$ cat src/rtl/btn_cmd_scheduler_pkg.sv
// Shared definitions for the key command scheduler: FSM encodings and
// default parameter values.
package btn_cmd_scheduler_pkg;

  typedef enum logic [1:0] {
    S_IDLE  = 2'b00,
    S_VALID = 2'b01,
    S_GAP   = 2'b10,
    S_BAD   = 2'b11
  } state_t;

  localparam int DEF_N_BTN   = 4;
  localparam int DEF_ID_W    = 2;
  localparam int DEF_GAP_CYC = 8;
  localparam int DEF_GAP_W   = 4;

endpackage

$ cat src/rtl/btn_cmd_scheduler_rr_arbiter_n.sv
// Combinational round-robin picker: first set request searching upward
// from last_id+1, wrapping modulo N_BTN.
module rr_arbiter_n
  import btn_cmd_scheduler_pkg::*;
#(
  parameter int N_BTN = DEF_N_BTN,
  parameter int ID_W  = DEF_ID_W
) (
  input  logic [N_BTN-1:0] req,
  input  logic [ID_W-1:0]  last_id,
  output logic [ID_W-1:0]  gnt_id,
  output logic             gnt_any
);

  // cand[k] is the key at search distance k+1 from last_id
  logic [N_BTN-1:0][ID_W-1:0] cand;

  for (genvar k = 0; k < N_BTN; k++) begin : g_cand
    assign cand[k] = ID_W'((int'(last_id) + k + 1) % N_BTN);
  end

  // Scan farthest to nearest so the nearest requester is assigned last and wins
  always_comb begin
    gnt_id  = '0;
    gnt_any = 1'b0;
    for (int k = N_BTN - 1; k >= 0; k--) begin
      if (req[cand[k]]) begin
        gnt_id  = cand[k];
        gnt_any = 1'b1;
      end
    end
  end

endmodule

$ cat src/rtl/btn_cmd_scheduler.sv
// Queues debounced key pulses as pending flags and issues them one at a
// time, round-robin, over valid/ready with a fixed idle gap after each accept.
module btn_cmd_scheduler
  import btn_cmd_scheduler_pkg::*;
#(
  parameter int N_BTN   = DEF_N_BTN,
  parameter int ID_W    = DEF_ID_W,
  parameter int GAP_CYC = DEF_GAP_CYC,
  parameter int GAP_W   = DEF_GAP_W
) (
  input  logic             CLK,
  input  logic             aclr_i,
  input  logic [N_BTN-1:0] sw_pulse,
  input  logic             cmd_ready,
  output logic             cmd_valid,
  output logic [ID_W-1:0]  cmd_id,
  output logic [N_BTN-1:0] pending,
  output logic             busy,
  output logic             dup_err
);

  state_t             state, state_nxt;
  logic [ID_W-1:0]    last_id, last_nxt, id_nxt, gnt_id;
  logic [GAP_W-1:0]   gap_cnt, gap_nxt;
  logic [N_BTN-1:0]   pend_nxt, acc_vec;
  logic               vld_nxt, dup_nxt, gnt_any;

  rr_arbiter_n #(.N_BTN(N_BTN), .ID_W(ID_W)) u_arb (
    .req     (pending),
    .last_id (last_id),
    .gnt_id  (gnt_id),
    .gnt_any (gnt_any)
  );

  assign busy = (state != S_IDLE);

  // Pending flags: pulses set, accepts clear; a pulse on an already pending,
  // non-accepted key is dropped and latches dup_err
  always_comb begin
    acc_vec = '0;
    if (cmd_valid && cmd_ready) acc_vec[cmd_id] = 1'b1;
    pend_nxt = (pending & ~acc_vec) | sw_pulse;
    dup_nxt  = dup_err | (|(sw_pulse & pending & ~acc_vec));
  end

  // Next-state and registered command outputs
  always_comb begin
    state_nxt = state;
    vld_nxt   = cmd_valid;
    id_nxt    = cmd_id;
    last_nxt  = last_id;
    gap_nxt   = gap_cnt;
    case (state)
      S_IDLE: begin
        if (gnt_any) begin
          id_nxt    = gnt_id;
          vld_nxt   = 1'b1;
          state_nxt = S_VALID;
        end
      end
      S_VALID: begin
        if (cmd_ready) begin
          vld_nxt   = 1'b0;
          last_nxt  = cmd_id;
          gap_nxt   = GAP_W'(GAP_CYC - 1);
          state_nxt = S_GAP;
        end
      end
      S_GAP: begin
        if (gap_cnt == '0) state_nxt = S_IDLE;
        else               gap_nxt   = gap_cnt - GAP_W'(1);
      end
      default: begin
        vld_nxt   = 1'b0;
        state_nxt = S_IDLE;
      end
    endcase
  end

  // State and output registers; reset discards any in-flight command
  always_ff @(posedge CLK or posedge aclr_i) begin
    if (aclr_i) begin
      state     <= S_IDLE;
      cmd_valid <= 1'b0;
      cmd_id    <= '0;
      pending   <= '0;
      dup_err   <= 1'b0;
      last_id   <= ID_W'(N_BTN - 1);
      gap_cnt   <= '0;
    end else begin
      state     <= state_nxt;
      cmd_valid <= vld_nxt;
      cmd_id    <= id_nxt;
      pending   <= pend_nxt;
      dup_err   <= dup_nxt;
      last_id   <= last_nxt;
      gap_cnt   <= gap_nxt;
    end
  end

endmodule

$ cat config.mk
export PLATFORM = sky130hd
export DESIGN_NAME = btn_cmd_scheduler
export DESIGN_NICKNAME = d
export VERILOG_FILES = /design/src/rtl/btn_cmd_scheduler_pkg.sv /design/src/rtl/btn_cmd_scheduler_rr_arbiter_n.sv /design/src/rtl/btn_cmd_scheduler.sv
export SDC_FILE = /design/constraint.sdc
export NUM_CORES = 1
export LEC_CHECK = 0
export ABC_AREA = 1
export ABC_CLOCK_PERIOD_IN_PS = 1700
export BUFFER_PORTS_ARGS = -buffer_cell sky130_fd_sc_hd__clkbuf_2
export CORE_MARGIN = 1.5
export CORE_UTILIZATION = 30
export DETAILED_ROUTE_END_ITERATION = 10
export REMOVE_ABC_BUFFERS = 1
export SLEW_MARGIN = 40
export SYNTH_ARGS = -nofsm -noshare
export SYNTH_HDL_FRONTEND = slang
export SYNTH_SLANG_ARGS = --single-unit
$ cat constraint.sdc
create_clock -name CLK -period 1.7 [get_ports CLK]
set_input_delay 0.085 -clock CLK [delete_from_list [all_inputs] [get_ports CLK]]
set_output_delay 0.085 -clock CLK [all_outputs]
set_load 0.05 [all_outputs]
==> out/qor.yml, run 1 <==
cells_and_area:
  mostFrequentLayoutCell: "nand2_1"
  area_delta_synth_final_pct: 20.1
  layout-drive-gt1-share_pct: 26.5
  final_cell_count_no_fill: 191
  fin_util_pct: 37.9
  finalNetCount: 157
  layout_common_cells: "nand2_1, inv_1, clkbuf_2, dfrtp_1, nand3_1"
  insertedDiodeCount: 0
power:
  p_leak_nw: 0.627
  seqPwrFrac_pct: 34.7
  clkPwrFrac_pct: 9.5
  power_mw: 2.07
  power-per-cell-area_nw_per_um2: 1810
  switchingPower_mw: 1.08
  p_comb_share_pct: 55.8
  peakVddDrop_v: 0.000736
  p_sw_share_pct: 52.4
  power.internal_mw: 0.985
timing:
  slew_headroom_pct: 59.6
  maxSlewViolCount: 0
  tightest_slew_ps: 605
  fin_worst_skew_ps: 1.42
  finalSetupTns_ps: 0
  period_minus_slack_ps: 1470
  hold_viol: 0
  rsz0062_at_grt: "no"
  whs_ps: 113
  setup_viol: 0
  fmax_mhz: 679
  period_share_pct: 86.7
detailed_routing:
  drt_first_iter_violations: 16
  totalWireLength_um: 1990
  post-route-drc-count: 0
  wl_per_cell_um: 10.4
  viasPerCell: 4.34
  antenna_left: 0
  vias: 829
  drtPass1Iterations: 4
grt:
  gr-max-usage-layer: "met2"
  grt.total_usage_pct: 12.9
  gr-usage-met2_pct: 22.3
  gr-usage-met1_pct: 15.5
  grt_first_pass_wirelength_um: 3350
  antenna_found_initial: 0
  grt_max_degree: 17
  use_met3_pct: 1.53
  grt_overflow: 0
  first_global_vias: 779
die:
  core-area_um2: 3030
  initial_core_util_pct: 31.5
  die_area_um2: 3530
  die_y_um: 59.4
  die_w_um: 59.4
  num_io_pins: 16
  num_rows: 20
worst_setup_path:
  cp_data_arrival_time_ps: 1660
  crit_path_end_kind: "flip-flop"
  cp_common_cell: "nand2_1"
  worst-path-max-fanout: 10
  r2r_cells: 9
  path_class: "flip-flop to flip-flop"
  critical_path_required_ps: 1880
  r2r_slack_ps: 230
  startpoint_type: "flip-flop"
  crit_chain: "nand2_1, nand2_1, nand2_2, nor2_4, nor2_4, nand2_1, inv_1, nand2_1, nand2_1"
  cp_slowest_cell: "dfstp_2"
  critPathMaxStageDelay_ps: 690
synthesis:
  synth_largest_area_cell: "dfrtp_1"
  synth_area_leaders: "dfrtp_1, nand2_1, inv_1"
  syn-instance-count: 125
  synth_top_cell_area_share_pct: 36.7
  ys_seq_area_share_pct: 42.2
  synth_area_um2: 955
  synth_area_per_cell_um2: 7.64
  synth-seq-cells: 16
  synth_cell_types: 26
  yosysWarnings: 0
cts:
  cts_num_sinks: 16
  clkSlewWorstSetupHoldPaths_ps: 90
  post_cts_buffers: 0
  numCtsBuffers: 3
  h-tree-depth: 1
  insertion_delay_ps: 280
  tritoncts: "built"
  clock_path_buffers: 2
  postCtsHoldBufs: 5
  clockRootBuffer: "clkbuf_4"
  cts_repair_resize_count: 0
placed_design:
  place_inst: 183
  hpwl_um: 1610
  port_buffers: 15
  place_congestion: 0.796
hold_path:
  holdPathStages: 4
  hp-class: "input pin to flip-flop"
flow_run:
  maxCapViolations: 0
status:
  status: "complete, no violations"
[metal layers]
metal	wire, um	share of wire [%]
met1	899	45
met2	977	49
met3	71	3.6
met4	42	2.1
met5	0	0
[worst max-delay path: cells and delay by family, from the launching register on]
kind,cells,cell delay [ps]
buffers and inverters,1,30
flip-flops,1,690
AND/OR/NAND/NOR,8,640
[layout make-up]
class / count / area [um2]
fillers: 334 / 1880
multi-input cells: 84 / 445
flip-flops and latches: 16 / 403
repair buffers: 20 / 125
inverters: 24 / 95.1
well taps: 44 / 55.1
clock buffers: 3 / 22.5
[metrics by stage]
step / cell area [um2] / worst slack, ps
3_3_place_gp: 1070 / 253
2_1_floorplan: 943 / 278
3_5_place_dp: 1070 / 239
5_1_grt: 1150 / 92.0
6_report: 1150 / 227
4_1_cts: 1150 / 227
[cells in the mapped netlist]
cell type   n
nand2_1    32
inv_1      22
dfrtp_1    14
nand3_1    11
nand2_2     9
o21ai_0     6
nor2_1      3
nor2_2      3
a21o_1      2
a31oi_1     2
dfstp_2     2
nor2_4      2
o21ai_1     2
o21ai_2     2
xor2_1      2
a21oi_1     1
buf_6       1
ha_1        1
inv_2       1
inv_6       1
nand4_1     1
nor3_1      1
nor3b_1     1
o2111ai_1   1
o31ai_1     1
or2_2       1
[logic make-up after synthesis]
group	count (synthesis)	share of synthesized area, %
buffers and inverters	25	11.1
AOI/OAI and AO/OA	17	11.1
DFF	16	42.2
and+or+nand+nor	64	32.4
adders and majority gates	1	1.31
xor gates and xnor gates	2	1.84
[registers in the layout (all words and copies together) (netlist names)]
signal,count
last_id,2
cmd_valid,1
cmd_id,2
pending,4
state,2
gap_cnt,4
dup_err,1
[power groups by stage]
stage	Sequential, mW	Clock (mW)	Combinational (mW)
final	0.719	0.197	1.15
after global routing	0.744	0.214	1.31
after CTS	0.723	0.207	1.17
after detailed placement	0.732	0	1.15
after global placement	0.725	0	1.14
after floorplan	0.871	0	0.749
[path summary, 6_finish.rpt]
kind / start / end
max: last_id[0]$_DFFE_PP1P_ / cmd_id[0]$_DFFE_PP0P_
min: cmd_ready / state[0]$_DFFE_PP0P_
max reg2reg: last_id[0]$_DFFE_PP1P_ / cmd_id[0]$_DFFE_PP0P_
min reg2reg: dup_err$_DFF_PP0_ / dup_err$_DFF_PP0_
max in group asynchronous: aclr_i / cmd_id[1]$_DFFE_PP0P_
min in group asynchronous: aclr_i / dup_err$_DFF_PP0_
No activity file was read; power rests on OpenSTA's default activity.
==> inputs of run 2 (changes only) <==
--- a/config.mk
+++ b/config.mk
@@ -11,6 +11,7 @@
 export CORE_MARGIN = 1.5
 export CORE_UTILIZATION = 30
 export DETAILED_ROUTE_END_ITERATION = 10
+export GPL_ROUTABILITY_DRIVEN = 0
 export REMOVE_ABC_BUFFERS = 1
 export SLEW_MARGIN = 40
 export SYNTH_ARGS = -nofsm -noshare
==> constraint.sdc (replaced) <==
create_clock -name CLK -period 1.7 [get_ports CLK]
set_input_delay 0.17 -clock CLK [delete_from_list [all_inputs] [get_ports CLK]]
set_output_delay 0.17 -clock CLK [all_outputs]
set_load 0.05 [all_outputs]
==> run 2 against run 1 <==
  * Sequential cell count unchanged
  * Largest cell class unchanged
  * Worst hold slack worse by 18 ps
  * Fmax fell by 0.81%
  * Clock skew rose by 0.59 ps
  * Critical path depth is the same
  * Critical path type unchanged
  * Count of clock-buffer cells in the layout is the same
  * Sequential share of layout area grew 1.3 points
==> out/qor.yml, run 2 (synthesis gave the netlist of run 1 again) <==
timing:
  whs_ps: 94.7  # -18.4 ps
  period_share_pct: 87.4  # +0.71 points
  finalSetupTns_ps: 0  # unchanged
  hold_viol: 0  # unchanged
  fin_worst_skew_ps: 2.01  # +0.590 ps
  tightest_slew_ps: 607  # +1.69 ps
  rsz0062_at_grt: "no"
  maxSlewViolCount: 0  # unchanged
  period_minus_slack_ps: 1490  # +12.1 ps
  fmax_mhz: 673  # -0.81%
  setup_viol: 0  # unchanged
  slew_headroom_pct: 59.5  # -0.11 points
die:
  die_y_um: 59.4  # unchanged
  core-area_um2: 3030  # unchanged
  num_io_pins: 16  # unchanged
  die_w_um: 59.4  # unchanged
  die_area_um2: 3530  # unchanged
  num_rows: 20  # unchanged
  initial_core_util_pct: 31.5  # unchanged
cells_and_area:
  layout-drive-gt1-share_pct: 27.3  # +0.74 points
  area_delta_synth_final_pct: 15.9
  reg_top3: "gap_cnt x4, pending x4"
  insertedDiodeCount: 0  # unchanged
  layout_common_cells: "nand2_1, inv_1, clkbuf_2, dfrtp_1, nand3_1"
  final_cell_count_no_fill: 187  # -2.1%
  finalNetCount: 153  # -2.5%
  mostFrequentLayoutCell: "nand2_1"
cts:
  clock_path_buffers: 2  # unchanged
  tritoncts: "built"
  clockRootBuffer: "clkbuf_4"
  numCtsBuffers: 3  # unchanged
  insertion_delay_ps: 270  # about the same
  post_cts_buffers: 0  # unchanged
  clkSlewWorstSetupHoldPaths_ps: 80  # about the same
  h-tree-depth: 1  # unchanged
  cts_num_sinks: 16  # unchanged
detailed_routing:
  wl_per_cell_um: 10.6  # +1.6%
  vias: 869  # +4.8%
  drtPass1Iterations: 4  # unchanged
  drt_first_iter_violations: 33  # +17
  viasPerCell: 4.65  # +7.1%
  antenna_left: 0  # unchanged
  post-route-drc-count: 0  # unchanged
  totalWireLength_um: 1980  # -0.50%
worst_setup_path:
  critPathMaxStageDelay_ps: 690  # about the same
  cp_data_arrival_time_ps: 1660  # about the same
  startpoint_type: "flip-flop"
  worst-path-max-fanout: 10  # unchanged
  critical_path_buf_inv_count: 2  # +1
  crit_family: "flip-flops"
  critical_path_required_ps: 1870  # about the same
  crit_path_end_kind: "flip-flop"
  cp_common_cell: "nand2_1"
  crit_chain: "inv_6, nand2_1, nand4_1, nor2_4, nor2_4, nand2_1, inv_1, nand2_1, nand2_1"
  path_class: "flip-flop to flip-flop"
  cp_slowest_cell: "dfstp_2"
grt:
  grt_max_degree: 17  # unchanged
  grt.total_usage_pct: 12.9  # +0.028 points
  first_global_vias: 853  # +9.5%
  antenna_found_initial: 0  # unchanged
  grt_first_pass_wirelength_um: 3480  # +3.9%
  grt_overflow: 0  # unchanged
placed_design:
  port_buffers: 15  # unchanged
  hpwl_um: 1630  # +1.4%
  place_inst: 183  # unchanged
power:
  peakVddDrop_v: 0.000741  # +0.64%
  power_mw: 2.06  # -0.44%
  power-per-cell-area_nw_per_um2: 1860  # +3.2%
  p_leak_nw: 0.610  # -2.7%
status:
  status: "complete, no violations"
flow_run:
  maxCapViolations: 0  # unchanged
hold_path:
  hp-class: "input pin to flip-flop"
## run 2: cell count changes in the layout (fill, tap and decap cells not counted), sizes merged
cell         delta
dlygate4sd3     -4
## run 2: metal layers
| layer | routed length [um] | track usage [%] |
|---|---|---|
| met5 | 0 | 0 |
| met4 | 43 | 6.49 |
| met3 | 65 | 1.31 |
| met2 | 1010 | 22.1 |
| met1 | 865 | 16.0 |
## run 2: through the flow
| step | cell area [um2] | setup slack [ps] | util [%] |
|---|---|---|---|
| 2_1_floorplan | 943 | 278 | - |
| 3_3_place_gp | 1070 | 264 | 35.5 |
| 3_5_place_dp | 1070 | 223 | 35.5 |
| 4_1_cts | 1110 | 213 | 36.5 |
| 5_1_grt | 1110 | 67.3 | 36.5 |
| 6_report | 1110 | 214 | 36.5 |
## run 2: area by class of cell
cell class | count | area (um2)
Sequential cell | 16 | 403
Tap cell | 44 | 55.1
Multi-Input combinational cell | 84 | 445
Timing Repair Buffer | 16 | 85.1
Fill cell | 319 | 1920
Inverter | 24 | 95.1
Clock buffer | 3 | 22.5
## run 2: timing repair
item | 4_1_cts | 5_1_grt
gates resized for setup | 0 | 0
hold endpoints to repair | 14 | 0
hold buffers | 1 | 0
## run 2: path summary, 6_finish.rpt
path | startpoint | end | slack [ps] | cells after the start
worst min register to register | dup_err$_DFF_PP0_ | dup_err$_DFF_PP0_ | 500 | 2
max in group asynchronous | aclr_i | pending[1]$_DFF_PP0_ | 820 | 3
worst max register to register | last_id[0]$_DFFE_PP1P_ | cmd_id[0]$_DFFE_PP0P_ | 210 | 9
min in group asynchronous | aclr_i | gap_cnt[0]$_DFFE_PP0P_ | 490 | 3
worst max-delay path | last_id[0]$_DFFE_PP1P_ | cmd_id[0]$_DFFE_PP0P_ | 210 | 9
worst min-delay path | sw_pulse[2] | pending[2]$_DFF_PP0_ | 90 | 2
## run 2: power by group
part,switching [mW],internal [mW],leakage (nW)
Combinational,0.801,0.353,0.424
Sequential,0.182,0.541,0.172
Clock,0.101,0.0819,0.0138
Total,1.08,0.977,0.610
## run 2: worst register-to-register path, delay by kind of cell, from the launching register on
kind	cells	cell delay [ps]
AND/OR/NAND/NOR	7	580
flip-flops	1	690
buffers and inverters	2	100
